<file path="src/rtl/control_signal_generator.sv">
// Microcode decoder: turns the micro-step (T0..T4) and one-hot instruction-class
// flags into registered datapath control strobes.
module control_signal_generator (
    input  logic       clk,
    input  logic       rst_n,
    input  logic       halted,
    input  logic       alu,
    input  logic       ld,
    input  logic       st,
    input  logic       push,
    input  logic       pop,
    input  logic       jump,
    input  logic       be,
    input  logic [2:0] state,
    output logic       instruction_end,
    output logic       fetch,
    output logic       decode,
    output logic       alu_control,
    output logic       reg_read,
    output logic       reg_write,
    output logic       mem_read,
    output logic       mem_write,
    output logic       pc_read,
    output logic       pc_write,
    output logic       push_s,
    output logic       pop_s
);

    typedef enum logic [2:0] {
        CLS_NONE,
        CLS_ALU,
        CLS_LD,
        CLS_ST,
        CLS_PUSH,
        CLS_POP,
        CLS_BRANCH
    } cls_t;

    cls_t cls;

    // Bit positions inside the packed strobe vector.
    localparam int B_END   = 11;
    localparam int B_FETCH = 10;
    localparam int B_DEC   = 9;
    localparam int B_ALU   = 8;
    localparam int B_RR    = 7;
    localparam int B_RW    = 6;
    localparam int B_MR    = 5;
    localparam int B_MW    = 4;
    localparam int B_PCR   = 3;
    localparam int B_PCW   = 2;
    localparam int B_PUSH  = 1;
    localparam int B_POP   = 0;

    logic [11:0] ctrl_next;
    logic [11:0] ctrl_reg;

    // Fixed priority: alu > ld > st > push > pop > jump > be.
    always_comb begin
        cls = CLS_NONE;
        if (alu)               cls = CLS_ALU;
        else if (ld)           cls = CLS_LD;
        else if (st)           cls = CLS_ST;
        else if (push)         cls = CLS_PUSH;
        else if (pop)          cls = CLS_POP;
        else if (jump || be)   cls = CLS_BRANCH;
    end

    always_comb begin
        ctrl_next = '0;
        if (!halted) begin
            case (state)
                3'd0: begin
                    ctrl_next[B_FETCH] = 1'b1;
                    ctrl_next[B_PCR]   = 1'b1;
                    ctrl_next[B_MR]    = 1'b1;
                end
                3'd1: begin
                    ctrl_next[B_DEC] = 1'b1;
                    ctrl_next[B_PCW] = 1'b1;
                end
                3'd2: begin
                    case (cls)
                        CLS_ALU: begin
                            ctrl_next[B_RR]  = 1'b1;
                            ctrl_next[B_ALU] = 1'b1;
                        end
                        CLS_LD, CLS_ST: ctrl_next[B_RR] = 1'b1;
                        CLS_PUSH: begin
                            ctrl_next[B_RR]   = 1'b1;
                            ctrl_next[B_PUSH] = 1'b1;
                        end
                        CLS_POP: begin
                            ctrl_next[B_POP] = 1'b1;
                            ctrl_next[B_MR]  = 1'b1;
                        end
                        CLS_BRANCH: begin
                            ctrl_next[B_PCW] = 1'b1;
                            ctrl_next[B_END] = 1'b1;
                        end
                        default: ctrl_next[B_END] = 1'b1;
                    endcase
                end
                3'd3: begin
                    case (cls)
                        CLS_ALU: begin
                            ctrl_next[B_ALU] = 1'b1;
                            ctrl_next[B_RW]  = 1'b1;
                            ctrl_next[B_END] = 1'b1;
                        end
                        CLS_LD: ctrl_next[B_MR] = 1'b1;
                        CLS_ST, CLS_PUSH: begin
                            ctrl_next[B_MW]  = 1'b1;
                            ctrl_next[B_END] = 1'b1;
                        end
                        CLS_POP: begin
                            ctrl_next[B_RW]  = 1'b1;
                            ctrl_next[B_END] = 1'b1;
                        end
                        default: ctrl_next = '0;
                    endcase
                end
                3'd4: begin
                    if (cls == CLS_LD) begin
                        ctrl_next[B_RW]  = 1'b1;
                        ctrl_next[B_END] = 1'b1;
                    end
                end
                default: ctrl_next = '0;
            endcase
        end
    end

    always_ff @(posedge clk or negedge rst_n) begin
        if (!rst_n) ctrl_reg <= '0;
        else        ctrl_reg <= ctrl_next;
    end

    assign instruction_end = ctrl_reg[B_END];
    assign fetch           = ctrl_reg[B_FETCH];
    assign decode          = ctrl_reg[B_DEC];
    assign alu_control     = ctrl_reg[B_ALU];
    assign reg_read        = ctrl_reg[B_RR];
    assign reg_write       = ctrl_reg[B_RW];
    assign mem_read        = ctrl_reg[B_MR];
    assign mem_write       = ctrl_reg[B_MW];
    assign pc_read         = ctrl_reg[B_PCR];
    assign pc_write        = ctrl_reg[B_PCW];
    assign push_s          = ctrl_reg[B_PUSH];
    assign pop_s           = ctrl_reg[B_POP];

endmodule

</file>
<file path="config.mk">
export PLATFORM = sky130hd
export DESIGN_NAME = control_signal_generator
export DESIGN_NICKNAME = d
export VERILOG_FILES = /design/src/rtl/control_signal_generator.sv
export SDC_FILE = /design/constraint.sdc
export NUM_CORES = 1
export LEC_CHECK = 0
export BUFFER_PORTS_ARGS = -buffer_cell sky130_fd_sc_hd__buf_2
export CAP_MARGIN = 25
export CORE_AREA = 5 5 42 44
export CTS_CLUSTER_DIAMETER = 60
export DETAILED_ROUTE_END_ITERATION = 12
export DIE_AREA = 0 0 47 49
export PLACE_DENSITY = 0.79
export SETUP_SLACK_MARGIN = 0.5
export SYNTH_ARGS = -nofsm -noshare
export SYNTH_HDL_FRONTEND = slang
export SYNTH_SLANG_ARGS = --single-unit
</file>
<file path="constraint.sdc">
create_clock -name clk -period 1.4 [get_ports clk]
set_input_delay 0.07 -clock clk [delete_from_list [all_inputs] [get_ports clk]]
set_output_delay 0.07 -clock clk [all_outputs]
set_load 0.05 [all_outputs]
</file>
# Word level (Yosys, flattened, before mapping)

Index checks and enable logic that the tools add are counted.

Memories: 0
Register bits: 12
ROM bits: 0
Bits in latches: 0
Memory bits (writable): 0
Word-level logic and storage cells: 44
Input port bits: 13
Output and inout bits: 12

Equal/unequal tests: 10
$lt $le $gt $ge: 0
Bitwise logic cells: 0
Shift-type cells: 0
Multiplexer cells: 26
Div/mod/pow operators: 0
Multipliers: 0
Reductions and logical operators: 7
Add/subtract/negate cells: 0

Operators by type and width:

| cell                 | count |
|---|---|
| $mux W3              | 6 |
| $mux W1              | 13 |
| $eq A3 B2 Y1 const B | 4 |
| $eq A3 B3 Y1 const B | 4 |
| $mux W12             | 1 |
| $reduce_or A4 Y1     | 2 |
| $eq A3 B1 Y1 const B | 2 |
| $pmux W1 S3          | 2 |
| $reduce_or A5 Y1     | 1 |
| $pmux W1 S2          | 2 |
| $pmux W2 S2          | 1 |
| $reduce_or A2 Y1     | 2 |
| $logic_not A3 Y1     | 1 |
| $mux W2              | 1 |
| $logic_or A1 B1 Y1   | 1 |

# Longest topological paths before layout

Gate-level depths: netlist (run 1).

Depth after elaboration: 12
Gate-level depth with buffers: 4
Mapped depth without buffers: 3

# Worst setup path after synthesis (run 1)

Ideal clock, no wire load.

Path kind: register to output
Start: register ctrl_reg[10] (netlist name)
End: output pc_read
Path slack: 0.444 ns
Arrival: 0.886 ns
Data required time: 1.330 ns
Buffers on the path: 1
Cell stages (with the launch flop): 2
Cells stage by stage: dfrtp_1 > buf_4

RTL lines:

| what          | line | RTL |
|---|---|---|
| end, declared | 23   | `output logic pc_read,` |

# Worst setup path in the final report (run 1)

Start: register ctrl_reg[10]
End: output fetch

RTL lines:

| what                   | line | RTL |
|---|---|---|
| start, declared        | 56   | `logic [11:0] ctrl_reg;` |
| start signal, assigned | 136  | `else ctrl_reg <= ctrl_next;` |
| end, declared          | 16   | `output logic fetch,` |

No word-level cell between the ends.

==> impl_metrics.tcl, run 1 <==
set metrics [dict create \
    outcome "finished, final reports clean" \
    cts_root_buf "clkbuf_4" \
    largest_reg_flops 11 \
    netlist_instances 48 \
    grt_max_degree 12 \
    power_density_nw_per_um2 906 \
    gp_congestion 0.836 \
    drc 0 \
    initial_core_util_pct 37.6 \
    die_w_microns 47 \
    final_cell_mix "buf_2 (12), buf_4 (11), dfrtp_1 (10)" \
    p_leak_nw 0.351 \
    path_clk_slew_ns 0.06 \
    syn-num-nets 61 \
    wire_per_inst_microns 12.3 \
    ioPinCount 25 \
    rows 14 \
    max_cap_violations 0 \
    cts_sinks 11 \
    cts_tree "built" \
    cp_slowest_stage_delay_ns 0.40 \
    dp_hpwl_microns 866 \
    yosysTopAreaCellShare_pct 52.3 \
    fin_crit_ns 0.906 \
    slowest_stage "dfrtp_2" \
    cp-start-kind "flip-flop" \
    path_buf_inv 1 \
    worst_pin_slew_ns 0.361 \
    cts_buffer_depth 2 \
    worstSetupPathType "reg -> out" \
    min_path_type "in -> reg" \
    antenna_left 0 \
    hold_violations 0 \
    antenna_found_initial 0 \
    critPathRequiredTime_ns 1.33 \
    maxSlewViolCount 0 \
    critPathMaxFanout 2 \
    core_sq_um 1400 \
    grt_first_pass_wirelength_mm 1.77 \
    nets 88 \
    finalSetupTns_ns 0 \
    ys_ff_latch 11 \
    port_buffers 24 \
    track_usage_pct 10.4 \
    routed_wl_mm 1.10 \
    critPathArrivalTime_ns 0.84 \
    setup_viol 0 \
    seq_area_frac_synth_pct 52.3 \
    fmax_mhz 1100 \
    avgSynthCellArea_sq_um 11.0 \
    post_cts_buffers 0 \
    cts-buffers-inserted 3 \
    final_common_cell "buf_2" \
    rsz0062_at_grt "true" \
    endpoint_kind "output pin" \
    slew_headroom_pct 75.6 \
    design_area_sq_um 712 \
    hold_slack_ns 0.0940 \
    fin_util_pct 50.8 \
    grt_overflow 0 \
    antennaDiodeCount 0 \
    cts_htree_levels 1 \
    syn_area_sq_um 527 \
    path_delay_family "flip-flops" \
    yosysWarningCount 0 \
    place_area_sq_um 642 \
    synth_cell_type_count 22 \
    grt_pass1_vias 455 \
    yosys.area.top_type "dfrtp_1" \
    worstPathCellList "buf_4" \
    viasPerCell 5.28 \
    syn2layout_area_growth_pct 35.2 \
    die_y_microns 49 \
    period_share_pct 64.7 \
    drt_pass1_iterations 4 \
    peakVddDrop_uv 358 \
    drive_gt1_share_pct 43.2 \
    via_count 475 \
    dieArea_sq_um 2300 \
    synthTopCellsByArea "dfrtp_1 (52%), nor4b_4 (4.5%), nand2_1 (3.6%)" \
    drtIter0Drc 17 \
]
==> layer usage <==
| metal | wire length (microns) | vias up | track usage [%] |
|---|---|---|---|
| met5 | 0 | - | 0 |
| met4 | 19 | 0 | 8.29 |
| met3 | 126 | 2 | 0.369 |
| met2 | 521 | 26 | 14.5 |
| met1 | 435 | 218 | 14.4 |
| li1 | - | 229 | - |
==> cell families (layout without fill, tap and decap cells) <==
group                  count (synthesis)  count (layout)  share of synthesized area, %
buffers and inverters                  4              30                          5.70
AO/OA/AOI/OAI                         10              10                          12.6
multiplexers                           1               1                          1.90
flip-flops                            11              11                          52.3
AND/OR/NAND/NOR                       22              22                          27.6
==> what timing repair did <==
action	in CTS	in global routing
hold buffers	1	0
resized for setup	10	5
endpoints found under the hold margin	11	0
endpoints found under the setup margin	10	5
pin swaps	0	0
==> cell type report <==
| class | instances | area, sq um |
|---|---|---|
| tap | 16 | 20.0 |
| clock buffer | 4 | 26.3 |
| fill | 134 | 689 |
| sequential | 11 | 277 |
| multi-input combinational | 33 | 221 |
| inverter | 1 | 3.75 |
| timing repair buffer | 25 | 164 |
==> stage by stage <==
stage	total power, mW	setup WS (ns)	cells
after floorplan	0.401	0.586	48
after global placement	0.441	0.431	85
after detailed placement	0.443	0.421	85
after CTS	0.651	0.484	90
after global routing	0.671	0.473	90
final	0.645	0.494	90
==> synth_stat cells <==
cell type / number
mux2i_1: 1
nor4b_1: 2
a22oi_1: 2
nor4b_4: 1
buf_4: 2
nor3_1: 2
a211oi_1: 1
o22ai_1: 2
buf_6: 1
nand2_1: 5
and4bb_2: 1
a21oi_1: 1
and3_1: 1
o21ai_0: 2
inv_1: 1
nor3b_2: 1
or3_1: 2
dfrtp_1: 11
a31o_2: 1
nor4_1: 2
o21bai_1: 1
nor2_1: 5
==> power breakdown <==
part	total (mW)	switching, mW	internal, mW	leakage (nW)
logic	0.119	0.0770	0.0415	0.186
clock network	0.200	0.0899	0.110	0.0150
registers	0.327	0.00217	0.325	0.150
total	0.645	0.169	0.476	0.351
==> worst paths after layout <==
path	startpoint	endpoint	cells past startpoint	slack (ns)
worst max-delay path	ctrl_reg[10]	fetch	1	0.49
worst min-delay path	jump	ctrl_reg[2]	3	0.09
max in group asynchronous	rst_n	ctrl_reg[10]	2	0.99
min in group asynchronous	rst_n	ctrl_reg[5]	2	0.20
Note: power is estimated with default switching activity, not from simulation.
==> run 2: changes to the inputs <==
==> constraint.sdc (replaced) <==
create_clock -name clk -period 0.9 [get_ports clk]
set_input_delay 0.045 -clock clk [delete_from_list [all_inputs] [get_ports clk]]
set_output_delay 0.045 -clock clk [all_outputs]
set_load 0.05 [all_outputs]
==> run 2 against run 1 <==
Non-clock buffer count up 13. Critical endpoint is now pc_read. Critical path depth did not move. Final area increased by 49%. Sequential share of layout area shrank 12 points. The flow now finishes with violations (hold timing). Setup slack lost 0.47 ns. Clock power grew 66%. Utilization grew 25 points. Sequential power grew 57%. Sequential cell count stayed put. Power grew 84%. Combinational power rose to 2.9 times the previous value. First-iteration DRC count down 41%. Largest power group unchanged.
==> impl_metrics.tcl, run 2 (synthesis results as in run 1) <==
set metrics [dict create \
    outcome "complete, but fails checks" \
    ioPinCount 25 \
    rsz0062_at_grt "true" \
    core_sq_um 1400 \
    critPathArrivalTime_ns 0.83 \
    antenna_left 0 \
    worst_pin_slew_ns 0.299 \
    period_share_pct 96.9 \
    slew_headroom_pct 80.1 \
    final_cell_mix "buf_6 (22), dfrtp_2 (10), buf_4 (7)" \
    die_y_microns 49 \
    nets 101 \
    rows 14 \
    min_path_type "in -> async" \
    max_cap_violations 0 \
    cts_buffer_depth 2 \
    critPathMaxFanout 2 \
    design_area_sq_um 1060 \
    hold_violations 12 \
    antenna_found_initial 0 \
    grt_pass1_vias 554 \
    place_area_sq_um 766 \
    endpoint "pc_read" \
    instances_no_fill 103 \
    hold_slack_ns -0.357 \
    track_usage_pct 16.2 \
    gp_congestion 0.882 \
    dieArea_sq_um 2300 \
    drc 0 \
    largest_reg_flops 11 \
    critPathRequiredTime_ns 0.85 \
    die_w_microns 47 \
    port_buffers 24 \
    drive_gt1_share_pct 78.2 \
    final_common_cell "buf_6" \
    grt_overflow 0 \
    via_count 553 \
    cp-startpoint "ctrl_reg[10]" \
    routed_wl_mm 1.83 \
    syn2layout_area_growth_pct 102 \
    drtIter0Drc 10 \
    cp.depth 1 \
    cts_sinks 11 \
    endpoint_kind "output pin" \
    worstPathCellList "buf_6" \
    cp-start-kind "flip-flop" \
    violations "hold timing" \
    fin_crit_ns 0.872 \
    power_density_nw_per_um2 1110 \
    grt_first_pass_wirelength_mm 2.62 \
    antennaDiodeCount 0 \
    cts_root_buf "clkbuf_4" \
    peakVddDrop_uv 921 \
    p_leak_nw 0.462 \
    path_buf_inv 1 \
    cp_slowest_stage_delay_ns 0.42 \
    dp_hpwl_mm 1.07 \
    setup_viol 0 \
    maxSlewViolCount 0 \
    slowest_stage "dfrtp_2" \
    drt_pass1_iterations 4 \
    path_delay_family "flip-flops" \
    worstSetupPathType "reg -> out" \
    grt_max_degree 12 \
    cts_tree "built" \
    place_inst 93 \
    wire_per_inst_microns 17.7 \
    cts_htree_levels 1 \
    num-fill-cells 87 \
    viasPerCell 5.37 \
    initial_core_util_pct 37.6 \
    path_clk_slew_ns 0.07 \
    cts-buffers-inserted 3 \
    fmax_mhz 1150 \
]
==> run 2: report_power, final <==
| part | switching [mW] | internal [mW] | total (mW) |
|---|---|---|---|
| Sequential | 0.00602 | 0.506 | 0.512 |
| Combinational | 0.177 | 0.164 | 0.341 |
| Clock | 0.160 | 0.171 | 0.331 |
==> run 2: how the worst min path moves through the flow <==
| stage | from | endpoint | slack, ns | depth (start not counted) |
|---|---|---|---|---|
| finish | rst_n | ctrl_reg[4] | -0.36 | 1 |
| global route | rst_n | ctrl_reg[0] | -0.35 | 1 |
| detailed placement | rst_n | ctrl_reg[4] | -0.08 | 1 |
| floorplan | rst_n | ctrl_reg[0] | -0.25 | 0 |
| global placement | rst_n | ctrl_reg[11] | -0.08 | 1 |
| CTS | rst_n | ctrl_reg[4] | -0.36 | 1 |
==> run 2: timing repair <==
action,CTS,global route
resized for setup,49,12
pin swaps,16,8
hold endpoints to repair,12,13
setup buffers,4,2
setup endpoints to repair,23,22
==> run 2: metal layers <==
layer | vias to the layer above | part of all wire, % | track usage [%] | wire [microns]
met1 | 273 | 36 | 17.9 | 663
li1 | 255 | - | - | -
met4 | 0 | 3.1 | 6.91 | 57
met5 | - | 0 | 0 | 0
met3 | 4 | 4.7 | 2.58 | 85
met2 | 21 | 56 | 28.7 | 1020
==> run 2: cell type report <==
cell class	count	area, sq um	share of cell area (%)
Multi-Input combinational cell	33	330	31.1
Clock buffer	4	26.3	2.47
Timing Repair Buffer	38	395	37.2
Tap cell	16	20.0	1.88
Sequential cell	11	288	27.1
Inverter	1	3.75	0.353
==> run 2: per-stage QoR <==
stage / hold WS, ns / util, % / worst slack [ns] / TNS, ns / total power [mW]
after floorplan: -0.251 / - / 0.148 / 0 / 0.644
after global placement: -0.0793 / 54.6 / -0.0301 / -0.0301 / 0.739
after detailed placement: -0.0768 / 54.6 / -0.0458 / -0.0498 / 0.745
after CTS: -0.356 / 71.9 / 0.0301 / 0 / 1.14
after global routing: -0.348 / 75.9 / -0.000533 / -0.000533 / 1.24
final: -0.357 / 75.9 / 0.0280 / 0 / 1.18
==> run 3: changes to the inputs <==
--- a/config.mk
+++ b/config.mk
@@ -12,7 +12,6 @@
 export DETAILED_ROUTE_END_ITERATION = 12
 export DIE_AREA = 0 0 47 49
 export PLACE_DENSITY = 0.79
-export SETUP_SLACK_MARGIN = 0.5
 export SYNTH_ARGS = -nofsm -noshare
 export SYNTH_HDL_FRONTEND = slang
 export SYNTH_SLANG_ARGS = --single-unit
==> constraint.sdc (replaced) <==
create_clock -name clk -period 1 [get_ports clk]
set_input_delay 0.05 -clock clk [delete_from_list [all_inputs] [get_ports clk]]
set_output_delay 0.05 -clock clk [all_outputs]
set_load 0.05 [all_outputs]
==> run 3 against run 2 <==
The flow now finishes without violations. Utilization down 28 points. Final area down 36%. Routed wire length down 39%. Power down 25%. Cell count down 13%. Highest routed layer unchanged.
==> impl_metrics.tcl, run 3 (synthesis results as in run 1) <==
set metrics [dict create \
    setup_viol 0 \
    antenna_left 0 \
    final_cell_mix "buf_2 (24), dfrtp_1 (11), nor2_1 (5), nand2_1 (5), clkbuf_4 (3)" \
    via_count 458 \
    place_inst 85 \
    fmax_mhz 1120 \
    nets 88 \
    largest_reg_flops 11 \
    critPathMaxFanout 2 \
    initial_core_util_pct 37.6 \
    ioPinCount 25 \
    drive_gt1_share_pct 41.9 \
    track_usage_pct 10.9 \
    hp-start "jump" \
    dieArea_sq_um 2300 \
    grt_max_degree 12 \
    worst_pin_slew_ns 0.361 \
    min_path_type "in -> reg" \
    gp_congestion 0.843 \
    port_buffers 24 \
    instances_no_fill 90 \
    core_sq_um 1400 \
    cts-buffers-inserted 3 \
    drc 0 \
    dp_hpwl_microns 875 \
    drtIter0Drc 4 \
    fin_crit_ns 0.895 \
    worstSetupPathType "reg -> out" \
    finalWorstSetupSlack_ns 0.105 \
    hold_depth 3 \
    endpoint_kind "output pin" \
    rsz0062_at_grt "false" \
    critPathRequiredTime_ns 0.95 \
    antenna_found_initial 0 \
    grt_first_pass_wirelength_mm 1.83 \
    viasPerCell 5.09 \
    die_y_microns 49 \
    slowest_stage "dfrtp_1" \
    period_share_pct 89.5 \
    die_w_microns 47 \
    cp_slowest_stage_delay_ns 0.33 \
    peakVddDrop_uv 517 \
    hold_violations 0 \
    routed_wl_mm 1.11 \
    cts_sinks 11 \
    grt_pass1_vias 438 \
    antennaDiodeCount 0 \
    slew_headroom_pct 75.6 \
    drt_pass1_iterations 4 \
    path_buf_inv 1 \
    cts_root_buf "clkbuf_4" \
    wire_per_inst_microns 12.3 \
    path_clk_slew_ns 0.06 \
    cts_buffer_depth 2 \
    cp-start-kind "flip-flop" \
    post_cts_buffers 0 \
    grt_overflow 0 \
    path_delay_family "flip-flops" \
    critPathArrivalTime_ns 0.84 \
    p_leak_nw 0.352 \
    rows 14 \
    power_mw 0.893 \
    max_cap_violations 0 \
    cts_tree "built" \
    syn2layout_area_growth_pct 28.5 \
    finalSetupTns_ns 0 \
    maxSlewViolCount 0 \
    worstHoldEndpoint "ctrl_reg[2]" \
    post-place-ws_ns 0.0500 \
    worstPathCellList "buf_2" \
    final_common_cell "buf_2" \
    cts_htree_levels 1 \
    power_density_nw_per_um2 1320 \
    outcome "finished, final reports clean" \
]
[run 3: cell types whose count changed in the layout (fill, tap and decap cells not counted), sizes merged]
cell	delta
buf	-14
dlygate4sd3	+1
[run 3: area by class of cell]
| type | count | area [sq um] |
|---|---|---|
| Clock buffer | 4 | 26.3 |
| Fill cell | 148 | 724 |
| Inverter | 1 | 3.75 |
| Multi-Input combinational cell | 33 | 221 |
| Sequential cell | 11 | 275 |
| Tap cell | 16 | 20.0 |
| Timing Repair Buffer | 25 | 130 |
[run 3: worst max path at each step]
stage	startpoint	end	slack (ns)	depth (start not counted)
final	ctrl_reg[10]	pc_read	0.11	1
after global routing	ctrl_reg[9]	decode	0.07	1
after CTS	ctrl_reg[10]	pc_read	0.09	1
after detailed placement	push	ctrl_reg[11]	0.05	4
after global placement	push	ctrl_reg[11]	0.05	4
after floorplan	ctrl_reg[10]	pc_read	0.06	1
[run 3: metal layers]
layer  share of wire, %  up-vias  track usage [%]
met5                  0        -                0
met4                1.7        0             8.29
met3                 11        2            0.738
met2                 46       22             14.5
met1                 40      205             15.7
li1                   -      229                -
[run 3: repair_timing]
action / 4_1_cts / 5_1_grt
hold buffers: 1 / 0
resized for setup: 0 / 0
endpoints found under the hold margin: 11 / 0
[run 3: where the power goes]
part           switching (mW)  internal [mW]
combinational           0.108         0.0509
sequential            0.00229          0.455
clock                   0.124          0.154
total                   0.234          0.659
[run 3: through the flow]
| step | hold WS (ns) | instance area, sq um | utilization, % |
|---|---|---|---|
| finish | 0.0724 | 677 | 48.3 |
| global route | 0.0828 | 677 | 48.3 |
| CTS | 0.0599 | 677 | 48.3 |
| detailed placement | -0.0809 | 641 | 45.7 |
| global placement | -0.0838 | 641 | 45.7 |
| floorplan | -0.246 | 527 | - |
